**config.mk**
```make
export PLATFORM = sky130hd
export DESIGN_NAME = mem_req_master_flat
export DESIGN_NICKNAME = d
export VERILOG_FILES = /design/src/rtl/mem_if_pkg.sv /design/src/rtl/mem_req_master_if.sv /design/src/rtl/mem_rsp_fifo.sv /design/src/rtl/mem_req_master.sv /design/src/flat_wrapper.sv
export SDC_FILE = /design/constraint.sdc
export NUM_CORES = 1
export LEC_CHECK = 0
export CAP_MARGIN = 20
export CELL_PAD_IN_SITES_DETAIL_PLACEMENT = 1
export CELL_PAD_IN_SITES_GLOBAL_PLACEMENT = 1
export CORE_MARGIN = 4
export CORE_UTILIZATION = 43
export CTS_CLUSTER_SIZE = 40
export DETAILED_ROUTE_END_ITERATION = 10
export PLACE_DENSITY = 0.87
export SLEW_MARGIN = 20
export SYNTH_ARGS = -nofsm -noshare
export SYNTH_HDL_FRONTEND = slang
export SYNTH_SLANG_ARGS = --single-unit
```
**constraint.sdc**
```tcl
create_clock -name clk -period 2.2 [get_ports clk]
set_clock_uncertainty 0.05 [all_clocks]
set_input_delay 0.22 -clock clk [delete_from_list [all_inputs] [get_ports clk]]
set_output_delay 0.22 -clock clk [all_outputs]
set_load 0.02 [all_outputs]
```
**src/rtl/mem_if_pkg.sv**
```systemverilog
// rtl/mem_if_pkg.sv - shared widths and request/response types for the memory request master
package mem_if_pkg;

    localparam int MEM_ADDR_WIDTH = 16;
    localparam int MEM_DATA_WIDTH = 32;
    localparam int MEM_TAG_WIDTH  = 4;
    localparam int MEM_RSP_DEPTH  = 4;

    typedef struct packed {
        logic                      write;
        logic [MEM_ADDR_WIDTH-1:0] addr;
        logic [MEM_DATA_WIDTH-1:0] wdata;
        logic [MEM_TAG_WIDTH-1:0]  tag;
    } mem_req_t;

    typedef struct packed {
        logic [MEM_DATA_WIDTH-1:0] rdata;
        logic [MEM_TAG_WIDTH-1:0]  tag;
    } mem_rsp_t;

endpackage

```
**src/rtl/mem_req_master_if.sv**
```systemverilog
// rtl/mem_req_master_if.sv - request, response and memory-port signals of mem_req_master
interface mem_req_master_if import mem_if_pkg::*; #(
    parameter int ADDR_WIDTH = MEM_ADDR_WIDTH,
    parameter int DATA_WIDTH = MEM_DATA_WIDTH,
    parameter int TAG_WIDTH  = MEM_TAG_WIDTH
);
    logic                  req_valid;
    logic                  req_ready;
    logic                  req_write;
    logic [ADDR_WIDTH-1:0] req_addr;
    logic [DATA_WIDTH-1:0] req_wdata;
    logic [TAG_WIDTH-1:0]  req_tag;

    logic                  rsp_valid;
    logic                  rsp_ready;
    logic [DATA_WIDTH-1:0] rsp_rdata;
    logic [TAG_WIDTH-1:0]  rsp_tag;

    logic [ADDR_WIDTH-1:0] mem_addr;
    logic [DATA_WIDTH-1:0] mem_wdata;
    logic                  mem_we;
    logic [DATA_WIDTH-1:0] mem_rdata;

    logic                  busy;

    modport master (
        input  req_valid, req_write, req_addr, req_wdata, req_tag,
        output req_ready,
        output rsp_valid, rsp_rdata, rsp_tag,
        input  rsp_ready,
        output mem_addr, mem_wdata, mem_we,
        input  mem_rdata,
        output busy
    );

    modport slave (
        output req_valid, req_write, req_addr, req_wdata, req_tag,
        input  req_ready,
        input  rsp_valid, rsp_rdata, rsp_tag,
        output rsp_ready,
        input  mem_addr, mem_wdata, mem_we,
        output mem_rdata,
        input  busy
    );

endinterface

```
**src/rtl/mem_rsp_fifo.sv**
```systemverilog
// rtl/mem_rsp_fifo.sv - synchronous response FIFO with occupancy count
module mem_rsp_fifo import mem_if_pkg::*; #(
    parameter type T     = mem_rsp_t,
    parameter int  DEPTH = MEM_RSP_DEPTH
) (
    input  logic                 clk,
    input  logic                 rst,
    input  logic                 i_push,
    input  logic                 i_pop,
    input  T                     i_wdata,
    output T                     o_rdata,
    output logic                 o_full,
    output logic                 o_empty,
    output logic [$clog2(DEPTH):0] o_count
);
    localparam int PW = $clog2(DEPTH);
    localparam int CW = PW + 1;

    T                r_mem [DEPTH];
    logic [PW-1:0]   r_wptr;
    logic [PW-1:0]   r_rptr;
    logic [CW-1:0]   r_count;

    // Pointers wrap naturally because DEPTH is a power of two.
    always_ff @(posedge clk or posedge rst) begin
        if (rst) begin
            r_wptr  <= '0;
            r_rptr  <= '0;
            r_count <= '0;
        end else begin
            if (i_push) r_wptr <= r_wptr + 1'b1;
            if (i_pop)  r_rptr <= r_rptr + 1'b1;
            case ({i_push, i_pop})
                2'b10:   r_count <= r_count + 1'b1;
                2'b01:   r_count <= r_count - 1'b1;
                default: r_count <= r_count;
            endcase
        end
    end

    always_ff @(posedge clk) begin
        if (i_push) r_mem[r_wptr] <= i_wdata;
    end

    assign o_rdata = r_mem[r_rptr];
    assign o_full  = (r_count == CW'(DEPTH));
    assign o_empty = (r_count == '0);
    assign o_count = r_count;

endmodule

```
**src/rtl/mem_req_master.sv**
```systemverilog
// rtl/mem_req_master.sv - credit-checked request master for a one-cycle-latency synchronous memory
module mem_req_master import mem_if_pkg::*; #(
    parameter int ADDR_WIDTH = MEM_ADDR_WIDTH,
    parameter int DATA_WIDTH = MEM_DATA_WIDTH,
    parameter int TAG_WIDTH  = MEM_TAG_WIDTH,
    parameter int RSP_DEPTH  = MEM_RSP_DEPTH
) (
    input  logic              clk,
    input  logic              rst,
    mem_req_master_if.master  bus
);
    localparam int CW = $clog2(RSP_DEPTH) + 1;

    typedef struct packed {
        logic [DATA_WIDTH-1:0] rdata;
        logic [TAG_WIDTH-1:0]  tag;
    } rsp_t;

    logic                  w_fire;
    logic                  w_rd_fire;
    logic                  w_push;
    logic                  w_pop;
    logic                  w_full;
    logic                  w_empty;
    logic [CW-1:0]         w_count;
    logic [CW:0]           w_credit_used;
    rsp_t                  w_push_data;
    rsp_t                  w_head;

    logic                  r_rd_inflight;
    logic [TAG_WIDTH-1:0]  r_tag;
    logic [ADDR_WIDTH-1:0] r_addr;
    logic [DATA_WIDTH-1:0] r_wdata;

    // A read in flight already owns a FIFO slot; a pop only frees credit on the next cycle.
    assign w_credit_used = {1'b0, w_count} + {{CW{1'b0}}, r_rd_inflight};
    assign bus.req_ready = !rst && (w_credit_used < (CW+1)'(RSP_DEPTH));

    assign w_fire    = bus.req_valid && bus.req_ready;
    assign w_rd_fire = w_fire && !bus.req_write;

    assign bus.mem_addr  = w_fire ? bus.req_addr  : r_addr;
    assign bus.mem_wdata = w_fire ? bus.req_wdata : r_wdata;
    assign bus.mem_we    = w_fire && bus.req_write;

    always_ff @(posedge clk or posedge rst) begin
        if (rst) begin
            r_rd_inflight <= 1'b0;
            r_tag         <= '0;
            r_addr        <= '0;
            r_wdata       <= '0;
        end else begin
            r_rd_inflight <= w_rd_fire;
            if (w_rd_fire) r_tag <= bus.req_tag;
            if (w_fire) begin
                r_addr  <= bus.req_addr;
                r_wdata <= bus.req_wdata;
            end
        end
    end

    assign w_push      = r_rd_inflight;
    assign w_push_data = '{rdata: bus.mem_rdata, tag: r_tag};
    assign w_pop       = bus.rsp_valid && bus.rsp_ready;

    mem_rsp_fifo #(
        .T     (rsp_t),
        .DEPTH (RSP_DEPTH)
    ) u_rsp_fifo (
        .clk     (clk),
        .rst     (rst),
        .i_push  (w_push),
        .i_pop   (w_pop),
        .i_wdata (w_push_data),
        .o_rdata (w_head),
        .o_full  (w_full),
        .o_empty (w_empty),
        .o_count (w_count)
    );

    assign bus.rsp_valid = !w_empty;
    assign bus.rsp_rdata = w_head.rdata;
    assign bus.rsp_tag   = w_head.tag;
    assign bus.busy      = r_rd_inflight || !w_empty;

    a_no_push_when_full: assert property (@(posedge clk) disable iff (rst) !(w_push && w_full));

endmodule

```
**src/flat_wrapper.sv**
```systemverilog
// flat-port wrapper written by rule: the top's interface ports become plain ports
module mem_req_master_flat import mem_if_pkg::*;
#(
    parameter int ADDR_WIDTH = MEM_ADDR_WIDTH,
    parameter int DATA_WIDTH = MEM_DATA_WIDTH,
    parameter int TAG_WIDTH  = MEM_TAG_WIDTH,
    parameter int RSP_DEPTH  = MEM_RSP_DEPTH
)
  (clk, rst, bus_req_valid, bus_req_write, bus_req_addr, bus_req_wdata, bus_req_tag, bus_req_ready, bus_rsp_valid, bus_rsp_rdata, bus_rsp_tag, bus_rsp_ready, bus_mem_addr, bus_mem_wdata, bus_mem_we, bus_mem_rdata, bus_busy);
  mem_req_master_if #(.ADDR_WIDTH(ADDR_WIDTH), .DATA_WIDTH(DATA_WIDTH), .TAG_WIDTH(TAG_WIDTH)) bus_i ();
  input  logic clk;
  input  logic rst;
  input wire logic [$bits(bus_i.req_valid)-1:0] bus_req_valid;
  input wire logic [$bits(bus_i.req_write)-1:0] bus_req_write;
  input wire logic [$bits(bus_i.req_addr)-1:0] bus_req_addr;
  input wire logic [$bits(bus_i.req_wdata)-1:0] bus_req_wdata;
  input wire logic [$bits(bus_i.req_tag)-1:0] bus_req_tag;
  output wire logic [$bits(bus_i.req_ready)-1:0] bus_req_ready;
  output wire logic [$bits(bus_i.rsp_valid)-1:0] bus_rsp_valid;
  output wire logic [$bits(bus_i.rsp_rdata)-1:0] bus_rsp_rdata;
  output wire logic [$bits(bus_i.rsp_tag)-1:0] bus_rsp_tag;
  input wire logic [$bits(bus_i.rsp_ready)-1:0] bus_rsp_ready;
  output wire logic [$bits(bus_i.mem_addr)-1:0] bus_mem_addr;
  output wire logic [$bits(bus_i.mem_wdata)-1:0] bus_mem_wdata;
  output wire logic [$bits(bus_i.mem_we)-1:0] bus_mem_we;
  input wire logic [$bits(bus_i.mem_rdata)-1:0] bus_mem_rdata;
  output wire logic [$bits(bus_i.busy)-1:0] bus_busy;
  assign bus_i.req_valid = bus_req_valid;
  assign bus_i.req_write = bus_req_write;
  assign bus_i.req_addr = bus_req_addr;
  assign bus_i.req_wdata = bus_req_wdata;
  assign bus_i.req_tag = bus_req_tag;
  assign bus_req_ready = bus_i.req_ready;
  assign bus_rsp_valid = bus_i.rsp_valid;
  assign bus_rsp_rdata = bus_i.rsp_rdata;
  assign bus_rsp_tag = bus_i.rsp_tag;
  assign bus_i.rsp_ready = bus_rsp_ready;
  assign bus_mem_addr = bus_i.mem_addr;
  assign bus_mem_wdata = bus_i.mem_wdata;
  assign bus_mem_we = bus_i.mem_we;
  assign bus_i.mem_rdata = bus_mem_rdata;
  assign bus_busy = bus_i.busy;
  mem_req_master #(.ADDR_WIDTH(ADDR_WIDTH), .DATA_WIDTH(DATA_WIDTH), .TAG_WIDTH(TAG_WIDTH), .RSP_DEPTH(RSP_DEPTH)) u_core (.clk(clk), .rst(rst), .bus(bus_i));
endmodule
```
==> flow_metrics.env <==
export IMPL_hold_viol=0
export IMPL_vdd_drop_max_mv=0.9136
export IMPL_firstDrtPassIters=4
export IMPL_wl_per_cell_um=23.82
export IMPL_clk_pin_slew_worst_paths_ns=0.06
export IMPL_reg2reg_depth=9
export IMPL_layout_drive_gt1_share_pct=45.35
export IMPL_ys_async_sr_fraction_pct=29.41
export IMPL_vias_per_cell=5.150
export IMPL_layout_nets=670
export IMPL_final_max_slew_viol_count=0
export IMPL_syn_area_um2=7670
export IMPL_hold_class="input pin to async pin"
export IMPL_outcome="finished, violations left"
export IMPL_synth_seq_area_share_pct=75.95
export IMPL_vias=4202
export IMPL_fmax_mhz=420.4
export IMPL_period_share_pct=108.1
export IMPL_grt_pass1_wl_mm=29.10
export IMPL_cp_max_fo=25
export IMPL_synth_edf_count=144
export IMPL_core_um2=17420
export IMPL_area_growth_pct=43.95
export IMPL_antenna_found_initial=0
export IMPL_rows=48
export IMPL_holdWs_ns=0.1875
export IMPL_fin_ws_ns=-0.1790
export IMPL_placed_cell_area_um2=9927
export IMPL_fp_dieW_um=141.6
export IMPL_pre_cts_ws_ns=-0.3611
export IMPL_ys_ff_latch=204
export IMPL_root_buffer="clkbuf_16"
export IMPL_portBuffers=176
export IMPL_finalCriticalPeriod_ns=2.379
export IMPL_grt_pass1_vias=4841
export IMPL_netlist_instances=342
export IMPL_leakage_nw=4.268
export IMPL_initial_core_util_pct=44.04
export IMPL_rsz0062_at_grt="yes"
export IMPL_gp_congestion=0.7509
export IMPL_synthFlopType="edfxtp_1"
export IMPL_synth_simple_gate_area_share_pct=0.8972
export IMPL_clock_sinks=204
export IMPL_fin_area_um2=11040
export IMPL_power_density_nw_per_um2=1407
export IMPL_hpwl_mm=12.32
export IMPL_drt_wl_total_mm=19.43
export IMPL_synth_top_family_by_area="multiplexers"
export IMPL_power_mw=15.54
export IMPL_final_cells=816
export IMPL_synth_compound_area_share_pct=0.5220
export IMPL_critPathArrivalTime_ns=2.11
export IMPL_synth_fp_nets=437
export IMPL_insertedDiodeCount=0
export IMPL_yosysWarnings=0
export IMPL_synth_top_cell_area_share_pct=56.38
export IMPL_max_cap_viol_count=0
export IMPL_synth_cell_types=26
export IMPL_ant_nets=0
export IMPL_cp_required_ns=1.93
export IMPL_worstMarginPinSlew_ns=0.3903
export IMPL_drc_errors=0
export IMPL_synth_xor_area_share_pct=0.6852
export IMPL_die_area_um2=20040
export IMPL_ys_top_cells_by_area="edfxtp_1 56%, dfrtp_1 20%, mux4_2 11%, mux2_2 4.7%, mux2_4 3.9%"
export IMPL_grt_max_degree=37
export IMPL_synth_fa_ha_area_share_pct=1.077
export IMPL_maxSlewHeadroom_pct=73.94
export IMPL_pin_count=177
export IMPL_drt_initial_drc_count=204
export IMPL_critical_path_class="register to primary output"
export IMPL_cts_tree="built"
export IMPL_htree_levels=1
export IMPL_die_h_um=141.6
export IMPL_violations="negative setup slack"
export IMPL_finalSetupViolCount=72
export IMPL_clkLatencyLatePin_ns=0.50
export IMPL_cts_made_buffers=22
export IMPL_grtUsageTotal_pct=19.19
export IMPL_muxShareOfSynthArea_pct=19.31
export IMPL_gr_total_overflow=0
export IMPL_placed_cells=750
export IMPL_syn_area_per_cell_um2=22.43
export IMPL_startpoint_type="register"
export IMPL_crit_path_end_kind="primary output"
export IMPL_yosys_area_top_type="edfxtp_1"
export IMPL_cts_path_max_buffers=3
==> synthesized netlist by cell type (2+ instances only) <==
cell,number
and2_1,4
buf_1,2
buf_2,5
buf_6,4
clkbuf_1,3
dfrtp_1,60
edfxtp_1,144
ha_1,5
inv_1,8
mux2_2,32
mux2_4,20
mux4_2,36
nand2_1,2
xnor2_1,2
xor2_1,4
==> routing by layer <==
layer  track usage [%]  wire length [µm]
met5                 0                 0
met4             5.556               479
met3             7.617              2109
met2             32.68              9764
met1             22.66              7080
==> area by class of cell <==
cell class | count | area (µm²)
inverter | 8 | 30.03
clock inverter | 13 | 191.4
sequential | 204 | 5828
timing repair buffer | 223 | 2342
fill | 1470 | 6376
multi-input combinational | 116 | 1735
tap | 225 | 281.5
clock buffer | 27 | 631.9
==> metrics by stage <==
step | TNS (ns) | util (%)
final | -9.571 | 63.39
after global routing | -14.87 | 63.39
after CTS | -15.05 | 62.21
after detailed placement | -16.16 | 57.00
after global placement | -11.82 | 57.00
after floorplan | 0 | -
==> power by group <==
| part | total, mW | internal (mW) | leakage, nW | switching [mW] |
|---|---|---|---|---|
| registers | 5.14 | 4.83 | 2.01 | 0.315 |
| clock network | 4.06 | 2.53 | 0.397 | 1.53 |
| logic | 6.33 | 3.37 | 1.86 | 2.96 |
==> placed cells by master, fill, tap and decap left out, types with 2 or more instances in the layout <==
cell and count:
dfrtp_2 2, clkbuf_8 2, clkinvlp_4 2, buf_6 65
xor2_1 4, ha_1 5, xnor2_1 2, buf_4 32
mux2_4 20, buf_2 11, dlygate4sd2_1 2, clkbuf_2 2
dfrtp_1 58, clkinv_2 2, clkinv_4 2, buf_8 10
and2_2 4, mux2_2 32, buf_12 11, clkbuf_16 25
mux4_2 36, bufinv_16 4, nand2_1 2, clkdlybuf4s50_1 88
edfxtp_1 144, inv_1 7
==> cells by family after synthesis <==
kind of cell    count (synthesis)
mux                            89
buf+inv                        22
compound gates                  3
simple gates                   12
flops                         204
fa+ha+maj                       6
xor+xnor                        6
==> repair_timing <==
action	CTS	global route
hold buffers	0	0
endpoints found under the setup margin	88	84
gates resized for setup	441	71
endpoints found under the hold margin	0	0
cloned	0	1
pin swaps	2	2
setup buffers	20	11
==> worst paths after layout <==
check,start,to,slack [ns]
hold reg to reg,u_core.r_addr[0]$_DFF_PP0_,u_core.r_addr[0]$_DFF_PP0_,0.45
setup / recovery,u_core.r_rd_inflight$_DFF_PP0_,bus_mem_wdata[10],-0.18
max in group asynchronous,rst,u_core.r_addr[10]$_DFF_PP0_,1.37
min in group clk,bus_req_tag[0],u_core.r_tag[0]$_DFFE_PP0P_,0.29
setup reg to reg,u_core.r_rd_inflight$_DFF_PP0_,u_core.u_rsp_fifo.o_count[2]$_DFFE_PP0P_,0.20
hold / removal,rst,u_core.u_rsp_fifo.r_rptr[0]$_DFFE_PP0P_,0.19
==> critical path, cell delays in order, from the launching register on <==
cell,delay (ns)
dfrtp_1,0.41
a311oi_4,0.39
nand2_4,0.14
buf_12,0.19
mux2_4,0.31
buf_2,0.16
==> registers in the layout, indices dropped and copies added (netlist names) <==
register / cells
u_core.u_rsp_fifo.r_mem: 144
u_core.r_addr: 16
u_core.u_rsp_fifo.r_wptr: 2
u_core.u_rsp_fifo.o_count: 3
u_core.u_rsp_fifo.r_rptr: 2
u_core.r_wdata: 32
u_core.r_rd_inflight: 1
u_core.r_tag: 4
No activity file was read; power rests on OpenSTA's default activity.
